==> src/rtl/md_sixbutton_reader.sv <==
// ---------------------------------------------------------------------------
// md_sixbutton_reader
//
// Console-side reader for the Mega Drive six-button pad protocol. Once per
// poll period it drives the select line (TH, DB9 pin 7) through eight half
// periods (high/low alternating, starting high). It samples the pad pins at
// the end of selected phases and publishes one atomic snapshot of presence,
// pad type and the twelve button states.
//
// Ports:
//   clk      system clock (20 MHz nominal)
//   rst      asynchronous, active-high reset
//   en       polling enable; a frame that has started always completes
//   p1..p9   DB9 pins 1,2,3,4,6,9 from the pad (active-low buttons)
//   p7       DB9 pin 7 select (TH) to the pad
//   btn      pressed=1, {md,x,y,z,st,a,c,b,rg,lf,dw,up} (bit 11..0)
//   present  pad detected in the last frame
//   six      six-button pad detected in the last frame
//   valid    one-cycle pulse when btn/present/six update
//
// Parameters:
//   HALF_PERIOD_CYCLES  clk cycles per TH phase (>= 4)
//   POLL_CYCLES         clk cycles between frame starts
//                       (> 8*HALF_PERIOD_CYCLES+4)
//
// Optional feature (macro MD_READER_SYNC_EN):
//   defined   - pad pins pass through a 2-FF synchronizer (reset value 1)
//   undefined - pad pins are sampled directly (pre-synchronized inputs)
// ---------------------------------------------------------------------------
module md_sixbutton_reader #(
    parameter int HALF_PERIOD_CYCLES = 200,
    parameter int POLL_CYCLES        = 333333
) (
    input  logic        clk,
    input  logic        rst,
    input  logic        en,
    input  logic        p1,
    input  logic        p2,
    input  logic        p3,
    input  logic        p4,
    input  logic        p6,
    input  logic        p9,
    output logic        p7,
    output logic [11:0] btn,
    output logic        present,
    output logic        six,
    output logic        valid
);

    localparam int HW = (HALF_PERIOD_CYCLES > 1) ? $clog2(HALF_PERIOD_CYCLES) : 1;
    localparam int PW = (POLL_CYCLES > 1) ? $clog2(POLL_CYCLES) : 1;
    localparam logic [HW-1:0] HALF_LAST = HW'(HALF_PERIOD_CYCLES - 1);
    localparam logic [PW-1:0] POLL_LAST = PW'(POLL_CYCLES - 1);

    // Bit positions of the pins inside the packed pin vectors.
    localparam int P1 = 0;
    localparam int P2 = 1;
    localparam int P3 = 2;
    localparam int P4 = 3;
    localparam int P6 = 4;
    localparam int P9 = 5;

    typedef enum logic [1:0] {
        S_IDLE,
        S_RUN,
        S_DONE
    } state_e;

    logic [5:0] pins_raw;
    logic [5:0] pins_s;

    assign pins_raw = {p9, p6, p4, p3, p2, p1};

`ifdef MD_READER_SYNC_EN
    // Two-stage synchronizer; idle value 1 matches released (unpressed) pins.
    // The extra latency is hidden because sampling happens at phase end.
    logic [5:0] sync1_q, sync1_d;
    logic [5:0] sync2_q, sync2_d;

    always_comb begin
        sync1_d = pins_raw;
        sync2_d = sync1_q;
    end

    always_ff @(posedge clk or posedge rst) begin
        if (rst) begin
            sync1_q <= '1;
            sync2_q <= '1;
        end else begin
            sync1_q <= sync1_d;
            sync2_q <= sync2_d;
        end
    end

    assign pins_s = sync2_q;
`else
    assign pins_s = pins_raw;
`endif

    state_e        state_q, state_d;
    logic [2:0]    phase_q, phase_d;
    logic [HW-1:0] cnt_q,   cnt_d;
    logic [PW-1:0] poll_q,  poll_d;
    logic [11:0]   shadow_q, shadow_d;
    logic          pres_q,  pres_d;
    logic          id6_q,   id6_d;
    logic [11:0]   btn_q,   btn_d;
    logic          present_q, present_d;
    logic          six_q,   six_d;

    always_comb begin
        // NOTE: every variable gets a default before the case statement so no
        // path leaves one unassigned; otherwise synthesis infers a latch.
        state_d   = state_q;
        phase_d   = phase_q;
        cnt_d     = cnt_q;
        shadow_d  = shadow_q;
        pres_d    = pres_q;
        id6_d     = id6_q;
        btn_d     = btn_q;
        present_d = present_q;
        six_d     = six_q;

        // Free-running poll timer, independent of the frame FSM.
        poll_d = (poll_q == POLL_LAST) ? '0 : poll_q + 1'b1;

        case (state_q)
            S_IDLE: begin
                if (en && poll_q == '0) begin
                    state_d = S_RUN;
                    phase_d = '0;
                    cnt_d   = '0;
                end
            end

            S_RUN: begin
                if (cnt_q == HALF_LAST) begin
                    cnt_d   = '0;
                    phase_d = phase_q + 3'd1;
                    case (phase_q)
                        // TH=1: {c,b,rg,lf,dw,up} on p9,p6,p4,p3,p2,p1.
                        3'd0: shadow_d[5:0] = ~pins_s;
                        // TH=0: A/Start, and p3=p4=0 marks a connected pad.
                        3'd1: begin
                            shadow_d[6] = ~pins_s[P6];
                            shadow_d[7] = ~pins_s[P9];
                            pres_d      = ~pins_s[P3] & ~pins_s[P4];
                        end
                        // Third TH low: a six-button pad pulls p1..p4 all low.
                        3'd5: id6_d = (pins_s[P4:P1] == 4'b0000);
                        // TH=1 after the ID phase: {md,x,y,z} on p4..p1.
                        3'd6: shadow_d[11:8] = ~{pins_s[P4], pins_s[P3], pins_s[P2], pins_s[P1]};
                        3'd7: begin
                            state_d   = S_DONE;
                            present_d = pres_q;
                            six_d     = pres_q & id6_q;
                            // Extended buttons are only meaningful on a six-button pad.
                            btn_d     = pres_q ? {(id6_q ? shadow_q[11:8] : 4'b0000), shadow_q[7:0]}
                                               : 12'h000;
                        end
                        default: ;
                    endcase
                end else begin
                    cnt_d = cnt_q + 1'b1;
                end
            end

            S_DONE: state_d = S_IDLE;

            default: state_d = S_IDLE;
        endcase
    end

    always_ff @(posedge clk or posedge rst) begin
        if (rst) begin
            state_q   <= S_IDLE;
            phase_q   <= '0;
            cnt_q     <= '0;
            poll_q    <= '0;
            shadow_q  <= '0;
            pres_q    <= 1'b0;
            id6_q     <= 1'b0;
            btn_q     <= '0;
            present_q <= 1'b0;
            six_q     <= 1'b0;
        end else begin
            // NOTE: non-blocking assignments so every flop sees the values
            // from before this edge, independent of statement order.
            state_q   <= state_d;
            phase_q   <= phase_d;
            cnt_q     <= cnt_d;
            poll_q    <= poll_d;
            shadow_q  <= shadow_d;
            pres_q    <= pres_d;
            id6_q     <= id6_d;
            btn_q     <= btn_d;
            present_q <= present_d;
            six_q     <= six_d;
        end
    end

    // TH is decoded from registered state only, so reset forces it high
    // asynchronously and it stays high in IDLE and DONE.
    assign p7      = !((state_q == S_RUN) && phase_q[0]);
    assign valid   = (state_q == S_DONE);
    assign btn     = btn_q;
    assign present = present_q;
    assign six     = six_q;

endmodule

==> config.mk <==
export PLATFORM = sky130hd
export DESIGN_NAME = md_sixbutton_reader
export DESIGN_NICKNAME = d
export VERILOG_FILES = /design/src/rtl/md_sixbutton_reader.sv
export SDC_FILE = /design/constraint.sdc
export NUM_CORES = 1
export LEC_CHECK = 0
export BUFFER_PORTS_ARGS = -buffer_cell sky130_fd_sc_hd__buf_2
export CORE_MARGIN = 3
export CORE_UTILIZATION = 49
export CTS_BUF_LIST = sky130_fd_sc_hd__clkbuf_4
export CTS_CLUSTER_DIAMETER = 200
export DETAILED_ROUTE_END_ITERATION = 10
export GPL_TIMING_DRIVEN = 0
export HOLD_SLACK_MARGIN = 0.1
export PLACE_DENSITY = 0.7
export SLEW_MARGIN = 40
export SYNTH_ARGS = -nofsm -noshare
export SYNTH_HDL_FRONTEND = slang
export SYNTH_SLANG_ARGS = --single-unit
==> constraint.sdc <==
create_clock -name clk -period 1.6 [get_ports clk]
set_input_delay 0.08 -clock clk [delete_from_list [all_inputs] [get_ports clk]]
set_output_delay 0.08 -clock clk [all_outputs]
set_load 0.005 [all_outputs]
Word-level counts from Yosys, hierarchy flattened

Cells that the tools add are included.

Flip-flop bits (word level): 60
Input bits: 9
Logic and storage cells: 63

Add/subtract/negate cells: 3
Equal/unequal tests: 11
Mux-type cells: 13
Bitwise gates (word level): 8
Reductions and logical operators: 16

Operators with widths:

| operator                | count |
|---|---|
| $reduce_and A3 Y1       | 7 |
| $add A19 B1 Y19 const B | 1 |
| $eq A19 B19 Y1 const B  | 1 |
| $logic_not A19 Y1       | 1 |
| $mux W19                | 1 |
| $mux W8                 | 2 |
| $pmux W8 S2             | 1 |
| $mux W12                | 1 |
| $eq A3 B3 Y1 const B    | 3 |
| $add A8 B1 Y8 const B   | 1 |
| $eq A8 B8 Y1 const B    | 1 |
| $mux W2                 | 3 |
| $mux W3                 | 2 |
| $not A6 Y6              | 1 |
| $pmux W3 S2             | 1 |
| $logic_not A4 Y1        | 1 |
| $mux W4                 | 1 |
| $ne A2 B2 Y1 const B    | 2 |
| $not A1 Y1              | 4 |
| $not A4 Y4              | 1 |
| $pmux W2 S2             | 1 |
| $add A3 B1 Y3 const B   | 1 |
| $eq A3 B1 Y1 const B    | 1 |
| $logic_not A3 Y1        | 1 |
| 9 further kinds         | 11 |

Logic depth before layout (Yosys ltp)

Word-level depth: 4
Mapped depth: 7
Gate-level depth less buffers: 6

Worst setup path before layout

OpenSTA, ideal clock, no wires.

Kind: flip-flop to flip-flop
From: register cnt_q[0]
To: register pres_q
Library setup time: 0.125 ns
Arrival time: 1.693 ns
Data required time: 1.475 ns
Slack: -0.218 ns
Stages on the path, launching flop included: 6
Buffers on the path: 0
Path through: dfrtp_1 -> ha_1 -> nand4bb_4 -> nor3_4 -> and3b_1 -> mux2_2

Cells in the longest elaborated chain, start to end: 2

Ends and longest elaborated chain:

| item                        | RTL line | text |
|---|---|---|
| from (decl)                 | 102      | `logic [HW-1:0] cnt_q, cnt_d;` |
| from (signal assigned)      | 191      | `cnt_q <= cnt_d;` |
| $eq A8 B8 Y1                | 137      | `if (cnt_q == HALF_LAST) begin` |
| $reduce_and A3 Y1 (no line) | n/a      |  |
| to (signal assigned)        | 194      | `pres_q <= pres_d;` |
| to (decl)                   | 105      | `logic pres_q, pres_d;` |

Every way passes these cells.
A chain may end at the register's enable or synchronous reset.

Worst setup path in the final report

From: register poll_q[15]
To: register cnt_q[3]

Cells in the longest elaborated chain, start to end: 4

Ends and longest elaborated chain:

| item                        | RTL line | text |
|---|---|---|
| from (decl)                 | 103      | `logic [PW-1:0] poll_q, poll_d;` |
| from (signal assigned)      | 192      | `poll_q <= poll_d;` |
| $logic_not A19 Y1           | 129      | `if (en && poll_q == '0) begin` |
| $logic_and A1 B1 Y1         | 129      |  |
| $ne A2 B2 Y1 (no line)      | n/a      |  |
| $reduce_and A2 Y1 (no line) | n/a      |  |

Every way passes these cells.

==> metrics.yaml <==
finish.instance_area_sq_um: 4040
wl_um: 7170
async_flop_share_pct: 100
num_antenna_cells: 0
mostFrequentLayoutCells: "dfrtp_1, inv_1, buf_4, buf_2, nor2_1"
drc: 0
max-clock-path-buffers: 2
cap_violations: 0
drtPass1Iterations: 4
fill_cells: 418
totalPowerFinal_mw: 2.62
grt_pass1_vias: 2363
rsz0062_at_grt: "yes"
fin_nets: 374
tritoncts: "built"
setup_viol: 40
end_kind: "register"
grt_pass1_wl_um: 11400
grt_max_degree: 38
die_area_sq_um: 6950
synth-edff-count: 0
postPlaceCellArea_sq_um: 3250
syn_to_final_growth_pct: 37.6
post-route-period-util_pct: 108
final_common_cell: "dfrtp_1"
fp-row-count: 27
cts_root_buffer: "clkbuf_4"
wire_per_inst_um: 16.6
worstPathCellList: "nor4_1 > nand3_2 > or2_4 > a311o_1"
clkPwrFrac_pct: 39.5
power.share.combinational_pct: 2.6
syn-instance-count: 281
ys_ff_latch: 60
crit_family: "simple AND/OR/NAND/NOR gates"
synth_area_leaders: "dfrtp_1, inv_1, mux2i_1"
cts.reportedPaths.clkPinSlew_ns: 0.10
antenna_left: 0
power.switching_mw: 0.564
finalHoldViolations: 0
syn_area_per_cell_sq_um: 10.4
numPortBuffers: 24
worstSkewPairLatency_ns: 0.39
ys.warnings.count: 0
arrival_ns: 1.99
vdd_drop_max_mv: 0.638
p_int_mw: 2.06
power_density_nw_per_um2: 649
vias: 2376
period_needed_ns: 1.73
htreeDepth: 3
fin_skew_ns: 0.0153
ys_types: 47
yosysTopAreaCell: "dfrtp_1"
vias_per_cell: 5.49
outcome: "complete, but fails checks"
tightest_slew_ns: 0.386
die_x_um: 83.4
cp_slowest_cell: "dfrtp_1"
max_clock_freq_mhz: 578
synth_seq_area_share_pct: 51.2
grt.overflow.total: 0
seqPwrFrac_pct: 57.9
initial_utilization_pct: 52.0
synth_flop_cell: "dfrtp_1"
swShare_pct: 21.5
fin_util_pct: 71.6
place_congestion: 0.800
worstSetupStartpointType: "register"
clock-sinks: 60
core_area_sq_um: 5640
synth_top_area_share_pct: 51.2
die_h_um: 83.4
grt_use_total_pct: 20.5
io_pins: 25
slew_headroom_pct: 74.1
critPathMaxFanout: 4
min_path_type: "input port to async pin"
p_leak_nw: 1.87
setup_slack_ns: -0.131
drt_iter0_markers: 102
required_ns: 1.86
violations: "negative setup slack"
place_hpwl_um: 4000
antenna_found_initial: 0
cpPeakStageDelay_ns: 0.41
slew_violations: 0
drive_above_1_share_pct: 38.8
syn_nets: 298
crit_type: "register to register"
syn-cell-area_sq_um: 2940
cts-buffers-inserted: 9
critPathBufInv: 0
==> cell type report <==
type	instances	area (sq um)	area share (%)
Buffer	5	63.8	1.58
Clock inverter	3	38.8	0.960
Inverter	38	145	3.59
Sequential cell	60	1510	37.4
Timing Repair Buffer	69	611	15.1
Multi-Input combinational cell	174	1490	36.9
Tap cell	72	90.1	2.23
Clock buffer	12	90.1	2.23
==> stage by stage <==
stage	hold WS [ns]	cells	setup TNS [ns]	setup WS (ns)
2_1_floorplan	0.173	281	-0.929	-0.124
3_3_place_gp	0.286	377	-54.26	-0.724
3_5_place_dp	0.0735	378	-12.63	-0.361
4_1_cts	0.151	421	-1.87	-0.119
5_1_grt	0.187	433	-7.62	-0.289
6_report	0.197	433	-1.93	-0.131
==> power groups by stage <==
stage                     Combinational [mW]  Sequential (mW)  Clock [mW]
after floorplan                       0.0245             1.55           0
after global placement                0.0489             1.55           0
after detailed placement              0.0568             1.55           0
after CTS                             0.0703             1.52        1.06
after global routing                  0.0776             1.52        1.15
final                                 0.0688             1.52        1.03
==> worst register-to-register path: cells and delay by family (launching register included) <==
kind / cells / cell delay (ns)
AOI/OAI and AO/OA: 1 / 0.31
and+or+nand+nor: 3 / 0.88
DFF: 1 / 0.41
==> layer usage <==
layer | global-route usage, % | part of all wire, %
met5 | 0 | 0
met4 | 5.65 | 0.89
met2 | 32.0 | 50
met1 | 27.7 | 45
met3 | 6.55 | 4.0
==> synth_stat cells, types with 2 or more instances <==
library cell / instances
nor4_1: 7
nor3_1: 5
nor2b_1: 3
nand3_1: 25
o21ai_2: 6
o21a_1: 2
nor3_2: 2
nand4_1: 9
buf_2: 4
and3b_1: 2
nand2_1: 7
dfrtp_1: 60
a21oi_1: 4
o21ai_1: 2
o21ai_0: 15
and3_1: 3
buf_6: 3
o211ai_1: 2
mux2_2: 2
xor2_1: 6
a22oi_1: 2
or3_1: 2
ha_1: 8
nor2_1: 19
mux2i_1: 13
xnor2_1: 10
inv_1: 38
==> cell families (layout without fill, tap and decap cells) <==
group | after synthesis | in the layout | synth area share [%]
compound gates | 39 | 39 | 8.53
xor+xnor | 16 | 16 | 4.77
fa+ha+maj | 8 | 8 | 3.41
buf+inv | 47 | 127 | 6.99
flops | 60 | 60 | 51.2
mux | 16 | 16 | 5.71
simple gates | 95 | 95 | 19.4
==> repair_timing <==
action | in CTS | in global routing
gates resized for setup | 28 | 27
pin swaps | 14 | 11
hold buffers | 7 | 0
endpoints found under the setup margin | 49 | 49
hold endpoints to repair | 73 | 0
buffers inserted | 20 | 14
cloned | 3 | 0
==> state kept, by name (all words and copies together), names as in the netlist <==
register,cells
present,1
poll_q,19
state_q,2
cnt_q,8
six,1
shadow_q,12
id6_q,1
pres_q,1
phase_q,3
btn,12
==> final timing paths <==
check	cells past startpoint	from	slack, ns	endpoint
min in group clk	4	en	0.22	cnt_q[2]
max in group asynchronous	4	rst	0.87	cnt_q[3]
worst max-delay path	4	poll_q[15]	-0.13	cnt_q[3]
worst max register to register	4	poll_q[15]	-0.13	cnt_q[3]
worst min-delay path	3	rst	0.20	shadow_q[0]
worst min register to register	1	poll_q[15]	0.51	poll_q[15]
Note: power is estimated with default switching activity, not from simulation.
